`src/rtl/pb_one_pulse.sv`:
```
// Pushbutton conditioner: two-flop synchronizer, debounce FSM, one-cycle
// press strobe with optional auto-repeat, debounced level and a wrapping
// press counter. All outputs come straight from flops.
module pb_one_pulse #(
    parameter int DB_CYCLES     = 4,
    parameter int HOLD_CYCLES   = 16,
    parameter int REPEAT_CYCLES = 8,
    parameter bit REPEAT_EN     = 1'b0
) (
    input  logic       clk,
    input  logic       rst,
    input  logic       pb_in,
    output logic       pulse_out,
    output logic       pb_level,
    output logic [7:0] press_cnt
);

    typedef enum logic [1:0] {
        IDLE         = 2'd0,
        PRESS_WAIT   = 2'd1,
        PRESSED      = 2'd2,
        RELEASE_WAIT = 2'd3
    } state_t;

    localparam logic [7:0]  DB_LAST   = 8'(DB_CYCLES - 1);
    localparam logic [15:0] HOLD_LAST = 16'(HOLD_CYCLES - 1);
    localparam logic [15:0] REP_LAST  = 16'(REPEAT_CYCLES - 1);

    state_t      state_q, state_d;
    logic        sync1_q, sync2_q;
    logic [7:0]  db_cnt_q, db_cnt_d;
    logic [15:0] hold_q, hold_d;
    logic        rep_phase_q, rep_phase_d;   // 0: waiting for first repeat, 1: in repeat cadence
    logic        pulse_q, pulse_d;
    logic        level_q, level_d;
    logic [7:0]  cnt_q, cnt_d;

    logic        pb_sync;
    logic        press_fire_s;
    logic        stay_pressed_s;
    logic        rep_fire_s;
    logic [15:0] rep_target_s;

    assign pb_sync   = sync2_q;
    assign pulse_out = pulse_q;
    assign pb_level  = level_q;
    assign press_cnt = cnt_q;

    // State register plus synchronizer, counters and registered outputs.
    always_ff @(posedge clk) begin
        if (rst) begin
            sync1_q     <= 1'b0;
            sync2_q     <= 1'b0;
            state_q     <= IDLE;
            db_cnt_q    <= 8'd0;
            hold_q      <= 16'd0;
            rep_phase_q <= 1'b0;
            pulse_q     <= 1'b0;
            level_q     <= 1'b0;
            cnt_q       <= 8'd0;
        end else begin
            sync1_q     <= pb_in;
            sync2_q     <= sync1_q;
            state_q     <= state_d;
            db_cnt_q    <= db_cnt_d;
            hold_q      <= hold_d;
            rep_phase_q <= rep_phase_d;
            pulse_q     <= pulse_d;
            level_q     <= level_d;
            cnt_q       <= cnt_d;
        end
    end

    // Next-state logic: debounce the synchronized level in both directions.
    always_comb begin
        state_d  = state_q;
        db_cnt_d = db_cnt_q;
        case (state_q)
            IDLE: begin
                if (pb_sync) begin
                    state_d  = PRESS_WAIT;
                    db_cnt_d = 8'd1;
                end else begin
                    db_cnt_d = 8'd0;
                end
            end
            PRESS_WAIT: begin
                if (!pb_sync) begin
                    state_d  = IDLE;
                    db_cnt_d = 8'd0;
                end else if (db_cnt_q == DB_LAST) begin
                    state_d  = PRESSED;
                    db_cnt_d = 8'd0;
                end else begin
                    db_cnt_d = db_cnt_q + 8'd1;
                end
            end
            PRESSED: begin
                if (!pb_sync) begin
                    state_d  = RELEASE_WAIT;
                    db_cnt_d = 8'd1;
                end else begin
                    db_cnt_d = 8'd0;
                end
            end
            RELEASE_WAIT: begin
                if (pb_sync) begin
                    state_d  = PRESSED;
                    db_cnt_d = 8'd0;
                end else if (db_cnt_q == DB_LAST) begin
                    state_d  = IDLE;
                    db_cnt_d = 8'd0;
                end else begin
                    db_cnt_d = db_cnt_q + 8'd1;
                end
            end
            default: begin
                state_d  = IDLE;
                db_cnt_d = 8'd0;
            end
        endcase
    end

    // Output logic: press strobe, auto-repeat timing, level and press count.
    always_comb begin
        press_fire_s   = (state_q == PRESS_WAIT) && (state_d == PRESSED);
        // A repeat may only be scheduled when the next cycle is still PRESSED.
        stay_pressed_s = (state_q == PRESSED) && pb_sync;
        rep_target_s   = rep_phase_q ? REP_LAST : HOLD_LAST;
        rep_fire_s     = REPEAT_EN && stay_pressed_s && (hold_q == rep_target_s);

        hold_d      = hold_q;
        rep_phase_d = rep_phase_q;
        if (press_fire_s) begin
            hold_d      = 16'd0;
            rep_phase_d = 1'b0;
        end else if (rep_fire_s) begin
            hold_d      = 16'd0;
            rep_phase_d = 1'b1;
        end else if (REPEAT_EN && stay_pressed_s) begin
            hold_d      = hold_q + 16'd1;
        end else begin
            hold_d      = hold_q;
        end

        pulse_d = press_fire_s || rep_fire_s;
        level_d = (state_d == PRESSED) || (state_d == RELEASE_WAIT);
        if (press_fire_s) begin
            cnt_d = cnt_q + 8'd1;
        end else begin
            cnt_d = cnt_q;
        end
    end

endmodule

```
`config.mk`:
```
export PLATFORM = sky130hd
export DESIGN_NAME = pb_one_pulse
export DESIGN_NICKNAME = d
export VERILOG_FILES = /design/src/rtl/pb_one_pulse.sv
export SDC_FILE = /design/constraint.sdc
export NUM_CORES = 1
export LEC_CHECK = 0
export ABC_AREA = 1
export CORE_MARGIN = 2
export CORE_UTILIZATION = 25
export DETAILED_ROUTE_END_ITERATION = 10
export MAX_ROUTING_LAYER = met4
export PLACE_DENSITY = 0.38
export SLEW_MARGIN = 10
export SYNTH_ARGS = -nofsm -noshare
export SYNTH_HDL_FRONTEND = slang
export SYNTH_SLANG_ARGS = --single-unit
```
`constraint.sdc`:
```
create_clock -name clk -period 2.6 [get_ports clk]
set_input_delay 0.78 -clock clk [delete_from_list [all_inputs] [get_ports clk]]
set_output_delay 0.78 -clock clk [all_outputs]
set_load 0.02 [all_outputs]
```
==> PnR_summary.wiki, run 1 <==
{| class="wikitable"
! Metric !! Value
|-
| Capturing element of the worst setup path || press_cnt[3]
|-
| Non-filler instance count after layout || 185
|-
| Minimum clock period after layout || 2.138 ns
|-
| # Max-Cap Violations || 0
|-
| Number of H-tree branching levels || 1
|-
| Slowest cell delay on critical path || 0.65 ns
|-
| IO Pins || 13
|-
| Most common library cell in the layout ignoring fill and taps || nand2_1
|-
| Nets || 143
|-
| Clock transition at the registers of the reported paths || 0.08 ns
|-
| Cell family with the largest share of critical-path delay || buffers and inverters
|-
| Estimated wirelength of the detail-placed design || 1.326 mm
|-
| Initial antenna violation count || 0
|-
| Final routed DRC violation total || 0
|-
| Resize count post-CTS || 0
|-
| Layout-stage area growth over the synthesis result || 25.92%
|-
| Die Footprint || 4457 um^2
|-
| Final estimated routing congestion in global placement || 0.7612
|-
| Count of standard-cell rows || 22
|-
| Power Density || 543.9 nW/um^2
|-
| Outcome || finished, final reports clean
|-
| DP Cell Count || 181
|-
| Share of cells above drive strength 1 || 12.41%
|-
| Actual transition at the worst max-transition pin || 0.3054 ns
|-
| Final hold violation count || 0
|-
| Final wirelength || 1.838 mm
|-
| Pin count of the biggest net entering global routing || 14
|-
| Terminus of the critical flop-to-flop path || press_cnt[6]$_SDFFE_PP0P_
|-
| WP buf/inv || 1
|-
| Overall die height || 66.76 um
|-
| Final instance area || 1240 um^2
|-
| Cell type of the slowest stage on the worst timing path || clkdlybuf4s50_1
|-
| Placed standard-cell area || 1169 um^2
|-
| Post-synth top area share || 44.73%
|-
| Pins over their slew limit || 0
|-
| Leading cell types in the layout, fill and taps excluded || 25 x nand2_1, 22 x dfxtp_1, 21 x nor2_1
|-
| Final TNS setup || 0 ns
|-
| Share of the clock period used by the worst path || 82.22%
|-
| Port buffer count || 12
|-
| Floorplan die width || 66.76 um
|-
| Setup crit start kind || register
|-
| Residual overflow from global routing || 0
|-
| Critical path startpoint || press_cnt[3]$_SDFFE_PP0P_
|-
| Antenna viol nets, final || 0
|-
| Worst vdd rail ir drop || 0.0001626 V
|-
| Root buf cell || clkbuf_8
|-
| Startpoint of the most critical register-to-register path || db_cnt_q[0]$_SDFF_PP0_
|-
| Smallest setup slack after layout || 0.4624 ns
|-
| Fillers || 399
|-
| Hold buffers post-CTS || 0
|-
| Depth of the worst register-to-register path || 7
|-
| Number of antenna cells inserted || 0
|-
| Post-synthesis average cell area || 8.138 um^2
|-
| CTS Buf Count || 3
|-
| Pre-CTS WS || 0.7202 ns
|-
| Critical Path Fanout Max || 7
|-
| Maximum achievable frequency || 467.8 MHz
|-
| Synth Instances || 121
|-
| Number of detailed-routing iterations run before antenna repair || 4
|-
| First-pass GRT wire length || 3.201 mm
|-
| Share of the yosys chip area belonging to registers || 44.73%
|-
| Post-synthesis cell type with the largest combined area || dfxtp_1
|-
| Synth Warn # || 0
|-
| Footprint of the multi-input gates || 483.0 um^2
|-
| Leakage power figure || 0.4429 nW
|-
| Final worst clock skew || 0.003562 ns
|-
| Post-synthesis cell area || 984.7 um^2
|-
| TritonCTS clock tree || yes
|-
| Core area || 3716 um^2
|-
| RSZ-0062 raised after global routing || false
|-
| Count of unique library cells instantiated by Yosys || 23
|-
| DR vias || 757
|-
| Sinks on the clock net || 22
|-
| Worst-skew pair later-pin latency || 0.26 ns
|-
| Overall fraction of global-route tracks in use || 9.916%
|-
| Critical Path Stages || 1
|-
| Initial core utilization || 26.50%
|-
| Tot Pwr || 0.0006743 W
|-
| Initial detailed-routing violation count || 28
|-
| Cells traversed along the worst timing path || clkdlybuf4s50_1
|-
| Clk buf depth || 2
|-
| CP required || 1.82 ns
|-
| Wire length per cell after detailed routing || 9.935 um
|-
| Post-CTS setup buffer count || 0
|-
| Leading post-synthesis cells by cell area || dfxtp_1 45%, nand2_1 9.5%, nor2_1 8.0%, xor2_1 5.3%, inv_1 4.6%
|-
| Headroom to the max-slew limit || 79.61%
|-
| Worst min path class || reg -> reg
|-
| Count of final setup violators || 0
|-
| Register cell area after layout || 440.4 um^2
|-
| Data arrival time of the critical path || 1.36 ns
|-
| Sort of element at the end of the critical path || primary output
|-
| Post-synth net total || 126
|-
| Register-to-register path setup slack || 1.20 ns
|-
| Number of global-route vias before repair || 695
|-
| Synthesis-stage register bit count || 22
|-
| Crit Path Category || reg -> out
|-
| Routed via count divided by cell count || 4.092
|}
## layout make-up
cell class	instances	area share [%]
clock inverter	1	2.422
clock buffer	3	3.330
multi-input combinational	84	38.95
timing repair buffer	13	10.29
sequential	22	35.52
inverter	14	4.642
tap	48	4.844
## synth_stat cells
cell	count
nand4_4	1
nand3b_4	1
inv_1	12
clkinv_4	1
nor2_1	21
inv_2	1
nand2_1	25
a211oi_1	1
nor2_2	2
ha_1	2
xnor2_1	2
nand3_2	1
o21bai_1	1
dfxtp_1	22
nand4_1	2
o21ai_1	2
nor3b_2	2
nand2_2	1
a21oi_1	8
nand3_1	4
nor2_4	2
xor2_1	6
clkbuf_1	1
## kinds of logic (layout without fill, tap and decap cells)
kind of cell,after synthesis,in the layout,share of synthesized area (%)
AOI/OAI and AO/OA,12,12,6.608
buffers and inverters,15,31,6.225
DFF,22,22,44.73
and+or+nand+nor,62,62,32.78
adders and majority gates,2,2,2.541
xor gates and xnor gates,8,8,7.116
## where the power goes
part	leakage [nW]	internal (W)	switching (W)	total, W
logic	0.230	0.00000581	0.00000667	0.0000125
registers	0.178	0.000339	0.00000229	0.000341
clock network	0.0357	0.000206	0.000115	0.000321
total	0.443	0.000550	0.000124	0.000674
## registers in the layout (all words and copies together), names as in the netlist
signal	flops
db_cnt_q	8
press_cnt	8
state_q	2
pb_level	1
pb_sync	1
pulse_out	1
sync1_q	1
## per-stage QoR
stage	hold slack, ns	util [%]
2_1_floorplan	0.3883	-
3_3_place_gp	0.4020	31.45
3_5_place_dp	0.3972	31.45
4_1_cts	0.4102	33.37
5_1_grt	0.4443	33.37
6_report	0.4085	33.37
## layer usage
layer  vias up  track usage (%)  part of all wire (%)
met2         7            14.37                    42
li1        412                -                     -
met3         2            3.547                   2.5
met1       336            12.59                    54
met4         0            3.827                   1.0
met5         -                -                     0
## how the worst min path moves through the flow
stage	depth (start not counted)	endpoint	from	slack, ns
after global placement	2	pb_sync$_SDFF_PP0_	sync1_q$_SDFF_PP0_	0.40
after CTS	2	pb_sync$_SDFF_PP0_	sync1_q$_SDFF_PP0_	0.41
after global routing	2	pb_sync$_SDFF_PP0_	sync1_q$_SDFF_PP0_	0.44
final	2	pb_sync$_SDFF_PP0_	sync1_q$_SDFF_PP0_	0.41
after detailed placement	2	pb_sync$_SDFF_PP0_	sync1_q$_SDFF_PP0_	0.40
after floorplan	2	pb_sync$_SDFF_PP0_	sync1_q$_SDFF_PP0_	0.39
Power figures use the tool's default switching activity.
==> run 2: changes to the inputs <==
Settings changed: PLACE_DENSITY 0.38 to 0.4.
Clock period 2.6 ns to 1.9 ns, I/O delays scaled along.
==> run 2 against run 1 <==
Via count increased by 1.2%. First-iteration DRC count increased by 32%. Flip-flop and latch count unchanged. Largest power group unchanged. Clock-buffer cell count increased by 1. Cell count increased by 0.54%. Largest cell class unchanged. Worst setup slack got worse by 0.41 ns. Routed wire length decreased by 2.3%. Total power increased by 21%. Clock skew increased by 0.0014 ns. Non-clock buffer count increased by 1. Combinational power increased by 33%.
==> PnR_summary.wiki, run 2 (same netlist as run 1, synthesis figures left out) <==
{| class="wikitable"
! Metric !! Value
|-
| Overall die height || 66.76 um
|-
| Switching pwr || 0.0001606 W
|-
| Share of cells above drive strength 1 || 13.04%
|-
| Share of total power in the clock network || 40.8%
|-
| Antenna viol nets, final || 0
|-
| Register cell area after layout || 440.4 um^2
|-
| CTS Buf Count || 3
|-
| Footprint of the multi-input gates || 483.0 um^2
|-
| Relative contribution of sequential cells to total power || 57.2%
|-
| Worst vdd rail ir drop || 0.0002428 V
|-
| Critical Path Fanout Max || 4
|-
| Residual overflow from global routing || 0
|-
| Share of the clock period used by the worst path || 97.41%
|-
| Final routed DRC violation total || 0
|-
| CP required || 1.33 ns
|-
| Headroom to the max-slew limit || 81.07%
|-
| Setup crit start kind || register
|-
| Wire length per cell after detailed routing || 9.651 um
|-
| Actual transition at the worst max-transition pin || 0.2836 ns
|-
| Pre-CTS WS || 0.2199 ns
|-
| Fillers || 403
|-
| DR vias || 766
|-
| Pin count of the biggest net entering global routing || 13
|-
| Switching fraction of total power || 19.66%
|-
| Floorplan die width || 66.76 um
|-
| Layout-stage area growth over the synthesis result || 25.16%
|-
| Startpoint of the lowest-slack hold path || sync1_q$_SDFF_PP0_
|-
| Overall fraction of global-route tracks in use || 9.673%
|-
| Cell type of the slowest stage on the worst timing path || clkdlybuf4s50_1
|-
| Clock transition at the registers of the reported paths || 0.08 ns
|-
| Worst min path class || reg -> reg
|-
| Power Density || 662.5 nW/um^2
|-
| Initial antenna violation count || 0
|-
| Sinks on the clock net || 22
|-
| Initial core utilization || 26.50%
|-
| First-pass GRT wire length || 3.263 mm
|-
| Most common library cell in the layout ignoring fill and taps || nand2_1
|-
| TritonCTS clock tree || yes
|-
| Worst-skew pair later-pin latency || 0.26 ns
|-
| Smallest setup slack after layout || 0.04913 ns
|-
| Maximum achievable frequency || 540.3 MHz
|-
| Count of standard-cell rows || 22
|-
| Nets || 144
|-
| WHS Path Cells || 2
|-
| Die Footprint || 4457 um^2
|-
| # Max-Cap Violations || 0
|-
| Estimated wirelength of the detail-placed design || 1.349 mm
|-
| Cell family with the largest share of critical-path delay || buffers and inverters
|-
| Routed via count divided by cell count || 4.118
|-
| Number of antenna cells inserted || 0
|-
| WP buf/inv || 1
|-
| Leading cell types in the layout, fill and taps excluded || 25 x nand2_1, 22 x dfxtp_1, 21 x nor2_1
|-
| Worst Hold Margin || 0.4031 ns
|-
| Utilization after layout || 33.17%
|-
| Data arrival time of the critical path || 1.28 ns
|-
| Final TNS setup || 0 ns
|-
| Cells traversed along the worst timing path || clkdlybuf4s50_1
|-
| Depth of the worst register-to-register path || 7
|-
| Internal power || 0.0006560 W
|-
| Count of final setup violators || 0
|-
| Register-to-register path setup slack || 0.50 ns
|-
| Placed standard-cell area || 1176 um^2
|-
| Slowest cell delay on critical path || 0.63 ns
|-
| Sort of element at the end of the critical path || primary output
|-
| Comb power frac || 2.0%
|-
| Clk buf depth || 2
|-
| RSZ-0062 raised after global routing || false
|-
| IO Pins || 13
|-
| Final estimated routing congestion in global placement || 0.7503
|-
| Startpoint of the most critical register-to-register path || db_cnt_q[0]$_SDFF_PP0_
|-
| Initial detailed-routing violation count || 37
|-
| Pins over their slew limit || 0
|-
| Minimum clock period after layout || 1.851 ns
|-
| Number of global-route vias before repair || 762
|-
| Crit Path Category || reg -> out
|-
| Number of H-tree branching levels || 1
|-
| Post-CTS setup buffer count || 0
|-
| Hold Path Sink || pb_sync$_SDFF_PP0_
|-
| Number of detailed-routing iterations run before antenna repair || 2
|-
| Port buffer count || 12
|-
| Final hold violation count || 0
|-
| Final worst clock skew || 0.004958 ns
|-
| Leakage power figure || 0.4651 nW
|-
| Core area || 3716 um^2
|-
| Root buf cell || clkbuf_8
|-
| Hold buffers post-CTS || 0
|-
| Outcome || finished, final reports clean
|-
| Final wirelength || 1.795 mm
|-
| Final instance area || 1232 um^2
|-
| Terminus of the critical flop-to-flop path || press_cnt[6]$_SDFFE_PP0P_
|}
==> run 2: cell count changes in the layout (fill, tap and decap cells not counted), sizes merged <==
cell	change
clkbuf	+1
buf	+1
bufinv	-1
dlymetal6s2s	+1
clkdlybuf4s50	-2
dlygate4sd2	+1
==> run 2: power groups by stage <==
stage	sequential, W	combinational, W	clock [W]
2_1_floorplan	0.000477	0.00000931	0
3_3_place_gp	0.000478	0.0000171	0
3_5_place_dp	0.000478	0.0000172	0
4_1_cts	0.000467	0.0000172	0.000350
5_1_grt	0.000468	0.0000190	0.000371
6_report	0.000467	0.0000166	0.000333
==> run 2: repair_timing <==
item,CTS,global route
pin swaps,0,0
endpoints found under the setup margin,1,1
hold endpoints to repair,0,0
resized for setup,1,1
==> run 2: routing by layer <==
metal	global-route usage, %	routed length (um)	share of wire, %	vias up
met5	-	0	0	-
met4	2.296	0	0	0
met3	2.027	44	2.5	0
met2	14.63	788	44	9
met1	13.25	962	54	344
li1	-	-	-	413
==> run 2: worst max path at each step <==
stage	from	to	slack (ns)	depth (start not counted)
2_1_floorplan	db_cnt_q[0]$_SDFF_PP0_	press_cnt[7]$_SDFFE_PP0P_	0.66	8
3_3_place_gp	press_cnt[2]$_SDFFE_PP0P_	press_cnt[2]	0.24	1
3_5_place_dp	rst	db_cnt_q[3]$_SDFF_PP0_	0.22	5
4_1_cts	press_cnt[4]$_SDFFE_PP0P_	press_cnt[4]	0.01	1
5_1_grt	press_cnt[0]$_SDFFE_PP0P_	press_cnt[0]	0.0004	1
6_report	press_cnt[0]$_SDFFE_PP0P_	press_cnt[0]	0.05	1
==> run 2: final cells by class <==
| cell class | count | share of cell area [%] |
|---|---|---|
| tap | 48 | 4.873 |
| clock buffer | 4 | 4.467 |
| sequential | 22 | 35.74 |
| inverter | 14 | 4.670 |
| timing repair buffer | 14 | 11.07 |
| multi-input combinational | 84 | 39.19 |
==> run 2: per-stage QoR <==
| step | power, W | cells |
|---|---|---|
| after detailed placement | 0.0004950 | 182 |
| after global placement | 0.0004950 | 182 |
| after CTS | 0.0008342 | 186 |
| after floorplan | 0.0004865 | 121 |
| final | 0.0008165 | 186 |
| after global routing | 0.0008578 | 186 |
